==> config.mk <==
export PLATFORM = sky130hd
export DESIGN_NAME = key_debounce
export DESIGN_NICKNAME = d
export VERILOG_FILES = /design/src/rtl/key_debounce_pkg.sv /design/src/rtl/key_debounce_ch.sv /design/src/rtl/key_debounce.sv
export SDC_FILE = /design/constraint.sdc
export NUM_CORES = 1
export LEC_CHECK = 0
export BUFFER_PORTS_ARGS = -buffer_cell sky130_fd_sc_hd__buf_2
export CORE_MARGIN = 2
export CORE_UTILIZATION = 33
export CTS_CLUSTER_SIZE = 16
export DETAILED_ROUTE_END_ITERATION = 6
export PLACE_DENSITY = 0.51
export SLEW_MARGIN = 20
export SYNTH_ARGS = -nofsm -noshare
export SYNTH_HDL_FRONTEND = slang
export SYNTH_HIERARCHICAL = 1
export SYNTH_SLANG_ARGS = --single-unit
==> constraint.sdc <==
create_clock -name clk -period 4.45 [get_ports clk]
set_clock_uncertainty 0.2 [all_clocks]
set_input_delay 0.445 -clock clk [delete_from_list [all_inputs] [get_ports clk]]
set_output_delay 0.445 -clock clk [all_outputs]
set_load 0.01 [all_outputs]
==> src/rtl/key_debounce_pkg.sv <==
// Shared definitions for the push-button front end: channel FSM state
// encodings and the default timing parameters.
package key_debounce_pkg;

    typedef enum logic [1:0] {
        REL     = 2'b00,
        REL_CHK = 2'b01,
        PRS     = 2'b10,
        PRS_CHK = 2'b11
    } key_state_e;

    // Board system clock, mirrored from the system parameter header.
    localparam int CLOCK_FREQ      = 50_000_000;
    localparam int DEBOUNCE_MS_DEF = 20;
    localparam int LONG_MS_DEF     = 1000;

endpackage

==> src/rtl/key_debounce_ch.sv <==
// One button channel: 2-FF synchroniser, debounce FSM, long-press timer and
// registered level/press/release/long outputs.
module key_debounce_ch
    import key_debounce_pkg::*;
#(
    parameter int DB_CYC   = 4,
    parameter int LONG_CYC = 10
) (
    input  logic clk,
    input  logic rst,
    input  logic btn_in,
    output logic btn_level,
    output logic btn_press,
    output logic btn_release,
    output logic btn_long
);

    localparam int DB_W   = $clog2(DB_CYC);
    localparam int HOLD_W = $clog2(LONG_CYC + 1);
    localparam logic [DB_W-1:0]   DB_LAST  = DB_W'(DB_CYC - 1);
    localparam logic [DB_W-1:0]   DB_ONE   = DB_W'(1);
    localparam logic [HOLD_W-1:0] HOLD_MAX = HOLD_W'(LONG_CYC);
    localparam logic [HOLD_W-1:0] HOLD_PRE = HOLD_W'(LONG_CYC - 1);

    logic              sync0, sync1;
    key_state_e        state, state_nxt;
    logic [DB_W-1:0]   db_cnt, db_cnt_nxt;
    logic [HOLD_W-1:0] hold_cnt, hold_cnt_nxt, hold_inc;
    logic              level_nxt, press_nxt, release_nxt, long_nxt;

    always_ff @(posedge clk or posedge rst) begin
        if (rst) begin
            sync0       <= 1'b0;
            sync1       <= 1'b0;
            state       <= REL;
            db_cnt      <= '0;
            hold_cnt    <= '0;
            btn_level   <= 1'b0;
            btn_press   <= 1'b0;
            btn_release <= 1'b0;
            btn_long    <= 1'b0;
        end else begin
            sync0       <= btn_in;
            sync1       <= sync0;
            state       <= state_nxt;
            db_cnt      <= db_cnt_nxt;
            hold_cnt    <= hold_cnt_nxt;
            btn_level   <= level_nxt;
            btn_press   <= press_nxt;
            btn_release <= release_nxt;
            btn_long    <= long_nxt;
        end
    end

    // Saturating hold timer; reaching HOLD_MAX can only happen once per press.
    assign hold_inc = (hold_cnt == HOLD_MAX) ? hold_cnt : hold_cnt + HOLD_W'(1);

    always_comb begin
        state_nxt    = state;
        db_cnt_nxt   = db_cnt;
        hold_cnt_nxt = hold_cnt;
        level_nxt    = btn_level;
        press_nxt    = 1'b0;
        release_nxt  = 1'b0;
        long_nxt     = 1'b0;
        case (state)
            REL: begin
                if (sync1) begin
                    state_nxt  = REL_CHK;
                    db_cnt_nxt = DB_ONE;
                end
            end
            REL_CHK: begin
                if (!sync1) begin
                    state_nxt  = REL;
                    db_cnt_nxt = '0;
                end else if (db_cnt == DB_LAST) begin
                    state_nxt    = PRS;
                    db_cnt_nxt   = '0;
                    hold_cnt_nxt = '0;
                    level_nxt    = 1'b1;
                    press_nxt    = 1'b1;
                end else begin
                    db_cnt_nxt = db_cnt + DB_ONE;
                end
            end
            PRS: begin
                hold_cnt_nxt = hold_inc;
                long_nxt     = (hold_cnt == HOLD_PRE);
                if (!sync1) begin
                    state_nxt  = PRS_CHK;
                    db_cnt_nxt = DB_ONE;
                end
            end
            PRS_CHK: begin
                // Release bounce keeps the long timer running.
                hold_cnt_nxt = hold_inc;
                long_nxt     = (hold_cnt == HOLD_PRE);
                if (sync1) begin
                    state_nxt  = PRS;
                    db_cnt_nxt = '0;
                end else if (db_cnt == DB_LAST) begin
                    state_nxt    = REL;
                    db_cnt_nxt   = '0;
                    hold_cnt_nxt = '0;
                    level_nxt    = 1'b0;
                    release_nxt  = 1'b1;
                    long_nxt     = 1'b0;
                end else begin
                    db_cnt_nxt = db_cnt + DB_ONE;
                end
            end
            default: begin
                state_nxt = REL;
            end
        endcase
    end

endmodule

==> src/rtl/key_debounce.sv <==
// Multi-channel push-button front end: N_KEYS independent debounced channels
// producing clean levels and press/release/long-press pulses.
module key_debounce
    import key_debounce_pkg::*;
#(
    parameter int N_KEYS      = 2,
    parameter int CLK_FREQ    = CLOCK_FREQ,
    parameter int DEBOUNCE_MS = DEBOUNCE_MS_DEF,
    parameter int LONG_MS     = LONG_MS_DEF
) (
    input  logic              clk,
    input  logic              rst,
    input  logic [N_KEYS-1:0] btn_in,
    output logic [N_KEYS-1:0] btn_level,
    output logic [N_KEYS-1:0] btn_press,
    output logic [N_KEYS-1:0] btn_release,
    output logic [N_KEYS-1:0] btn_long
);

    localparam int DB_CYC   = CLK_FREQ / 1000 * DEBOUNCE_MS;
    localparam int LONG_CYC = CLK_FREQ / 1000 * LONG_MS;

    generate
        if (DB_CYC < 2) begin : g_bad_db
            $error("key_debounce: DB_CYC must be at least 2");
        end
        if (LONG_CYC <= DB_CYC) begin : g_bad_long
            $error("key_debounce: LONG_CYC must exceed DB_CYC");
        end
    endgenerate

    for (genvar i = 0; i < N_KEYS; i++) begin : g_ch
        key_debounce_ch #(
            .DB_CYC   (DB_CYC),
            .LONG_CYC (LONG_CYC)
        ) u_ch (
            .clk         (clk),
            .rst         (rst),
            .btn_in      (btn_in[i]),
            .btn_level   (btn_level[i]),
            .btn_press   (btn_press[i]),
            .btn_release (btn_release[i]),
            .btn_long    (btn_long[i])
        );
    end

endmodule

==> out/qor.yml <==
yosys:
  netlist_area_sq_um: 6010
  avgSynthCellArea_sq_um: 9.01
  synth_area_leader_cell: "dfrtp_1"
  synth_warnings: 6
  synth_flop_cell: "dfrtp_1"
  synth-async-reset-ratio_pct: 100
  syn_nets: 677
  yosys-top-cells-area: "dfrtp_1 45%, nand2_1 4.6%, nand3_1 4.2%, a21oi_1 3.8%, a31oi_1 3.3%"
  ys_ff_latch: 108
  synth-edff-count: 0
  netlist_top_cells_count: "108 x dfrtp_1, 73 x nand2_1, 50 x nand3_1"
  yosysMostFrequentCell: "dfrtp_1"
  synth_cells: 667
  yosysUniqueCellTypes: 55
  synth_top_area_share_pct: 45.0
  seq_area_frac_synth_pct: 45.0
sta:
  finalCriticalPeriod_ns: 3.00
  finalSetupViolCount: 0
  relSlewSlack_pct: 41.8
  hold_viol: 0
  finalCritPeriodShare_pct: 67.5
  setup_tns_ns: 0
  drv_slew: 0
  rsz0062_at_grt: "no"
  tightest_slew_ns: 0.870
  max_freq_mhz: 333
  whs_ns: 0.0790
global_route:
  grt_pass1_wl_um: 24400
  busiest_layer: "met2"
  grt_util_all_layers_pct: 15.2
  use_met3_pct: 3.14
  antenna_found_initial: 0
  gr-usage-met2_pct: 24.0
  grt_pass1_vias: 4906
  grt_use_met1_pct: 21.0
  grt_max_degree: 55
  overflow: 0
critical_path:
  r2r_slack_ns: 1.45
  r2r_start: "g_ch[1].u_ch/db_cnt[11]$_DFFE_PP0P_"
  startpoint_type: "flop"
  cp-endpoint: "g_ch[1].u_ch/hold_cnt[21]$_DFFE_PP0P_"
  cp.required_ns: 4.53
  endpoint_kind: "flop"
  worstRegToRegCells: 6
  critPathMaxFanout: 21
  r2r-end: "g_ch[1].u_ch/hold_cnt[21]$_DFFE_PP0P_"
  critical_path_arrival_ns: 3.08
  worstSetupStartpoint: "g_ch[1].u_ch/db_cnt[11]$_DFFE_PP0P_"
  crit_type: "reg -> reg"
cells_and_area:
  multi_input_area_sq_um: 3120
  layout.nets: 671
  fin_cells: 895
  area_delta_synth_final_pct: 9.27
  regArea_sq_um: 2700
  num-fill-cells: 1824
  n_antenna_cell: 0
  drive_gt1_share_pct: 6.61
floorplanning:
  dieArea_sq_um: 19300
  start_util_pct: 33.6
  rows: 49
  die_x_um: 139
  pin_count: 12
  core_sq_um: 17900
  die_h_um: 139
detailed_routing:
  via_count: 5257
  drc: 0
  wirelength_um: 14600
  drt_iter0_drc: 388
  ant_nets: 0
  drtPass1Iterations: 5
  wl_per_cell_um: 16.3
  via_per_inst: 5.87
clock_network:
  h-tree-depth: 3
  postCtsSetupRepairBufs: 0
  cts_sinks: 108
  cts_tree: "yes"
  cts_root_buf: "clkbuf_16"
  cts_made_buffers: 9
  path_clk_slew_ns: 0.08
  clk-insertion-delay-late_ns: 0.36
  cts_buffer_depth: 2
pwr:
  pwr_density_cell_nw_per_um2: 286
  vdd_drop_max_mv: 0.191
  leakage_uw: 0.00263
placement:
  placed_cells: 877
  dp_hpwl_um: 9920
  io_buffers: 11
  routabilityCongestion: 0.861
run_status:
  status: "complete, no violations"
job:
  maxCapViolCount: 0
worst_hold_path:
  min_path_type: "in -> async"
-- layout by cell type, fill, tap and decap left out, types with 12 or more instances in the layout --
cell type	count
nand2_1	73
nor2_1	33
dfrtp_1	108
nand3_1	50
and3_1	16
nand4_1	27
a21oi_1	45
o21ai_0	32
or4_1	19
nor4_1	12
a31oi_1	32
inv_1	16
nor3_1	19
-- per-stage QoR --
step	util (%)	total power (uW)	area [sq um]	setup WS (ns)
final	36.7	1880	6570	1.45
after global routing	36.7	1970	6570	1.33
after CTS	36.6	1910	6550	1.52
after detailed placement	34.8	1110	6240	1.54
after global placement	34.8	1110	6240	1.57
after floorplan	-	1090	6010	1.79
-- critical path, stage by stage, from the launching register on --
cell and delay, ns:
dfrtp_1 0.49, or4_1 0.59, nor4_4 0.54, a41oi_1 0.20
buf_4 0.24, or4_1 0.51, a21oi_1 0.15
-- sequential cells by signal, indices dropped and copies added, names as in the netlist, named ones only --
signal                 count
g_ch.u_ch/btn_long         2
g_ch.u_ch/hold_cnt        52
g_ch.u_ch/sync1            2
g_ch.u_ch/db_cnt          40
g_ch.u_ch/state            2
g_ch.u_ch/btn_press        2
g_ch.u_ch/btn_release      2
g_ch.u_ch/btn_level        2
g_ch.u_ch/sync0            2
-- power breakdown --
group	switching, uW	internal (uW)	leakage, uW	total, uW
clock network	397	389	0.000139	786
registers	22.1	993	0.00149	1020
logic	51.6	23.6	0.00100	75.2
-- final cells by class --
cell class                      instances  area share (%)
Inverter                               18            1.03
Sequential cell                       108            41.2
Clock inverter                          7           0.972
Multi-Input combinational cell        507            47.4
Clock buffer                            9            3.43
Timing Repair Buffer                   17            1.60
Tap cell                              229            4.36
-- cell families after synthesis --
kind of cell | share of synthesized area [%]
muxes | 0.999
AOI/OAI and AO/OA | 19.5
adders and majority gates | 1.25
and+or+nand+nor | 28.6
xor gates and xnor gates | 1.02
buffers and inverters | 3.60
DFF | 45.0
-- how the worst min path moves through the flow --
stage                     cells after the start  slack [ns]                           end                    startpoint
after global placement                        0        0.14  g_ch[1].u_ch/sync1$_DFF_PP0_  g_ch[1].u_ch/sync0$_DFF_PP0_
final                                         3        0.08  g_ch[0].u_ch/sync0$_DFF_PP0_                           rst
after detailed placement                      0        0.14  g_ch[1].u_ch/sync1$_DFF_PP0_  g_ch[1].u_ch/sync0$_DFF_PP0_
after floorplan                               0        0.13  g_ch[0].u_ch/sync1$_DFF_PP0_  g_ch[0].u_ch/sync0$_DFF_PP0_
after global routing                          3        0.15  g_ch[0].u_ch/sync0$_DFF_PP0_                           rst
after CTS                                     3        0.11  g_ch[0].u_ch/sync0$_DFF_PP0_                           rst
-- per-layer routing --
layer	routed length [um]	up-vias
met5	0	-
met4	233	0
met3	405	19
met2	6860	89
met1	7070	2605
li1	-	2544
-- timing repair --
action | CTS | global route
hold buffers | 2 | 0
gates resized for setup | 0 | 0
hold endpoints to repair | 2 | 0
Note: power is estimated with default switching activity, not from simulation.
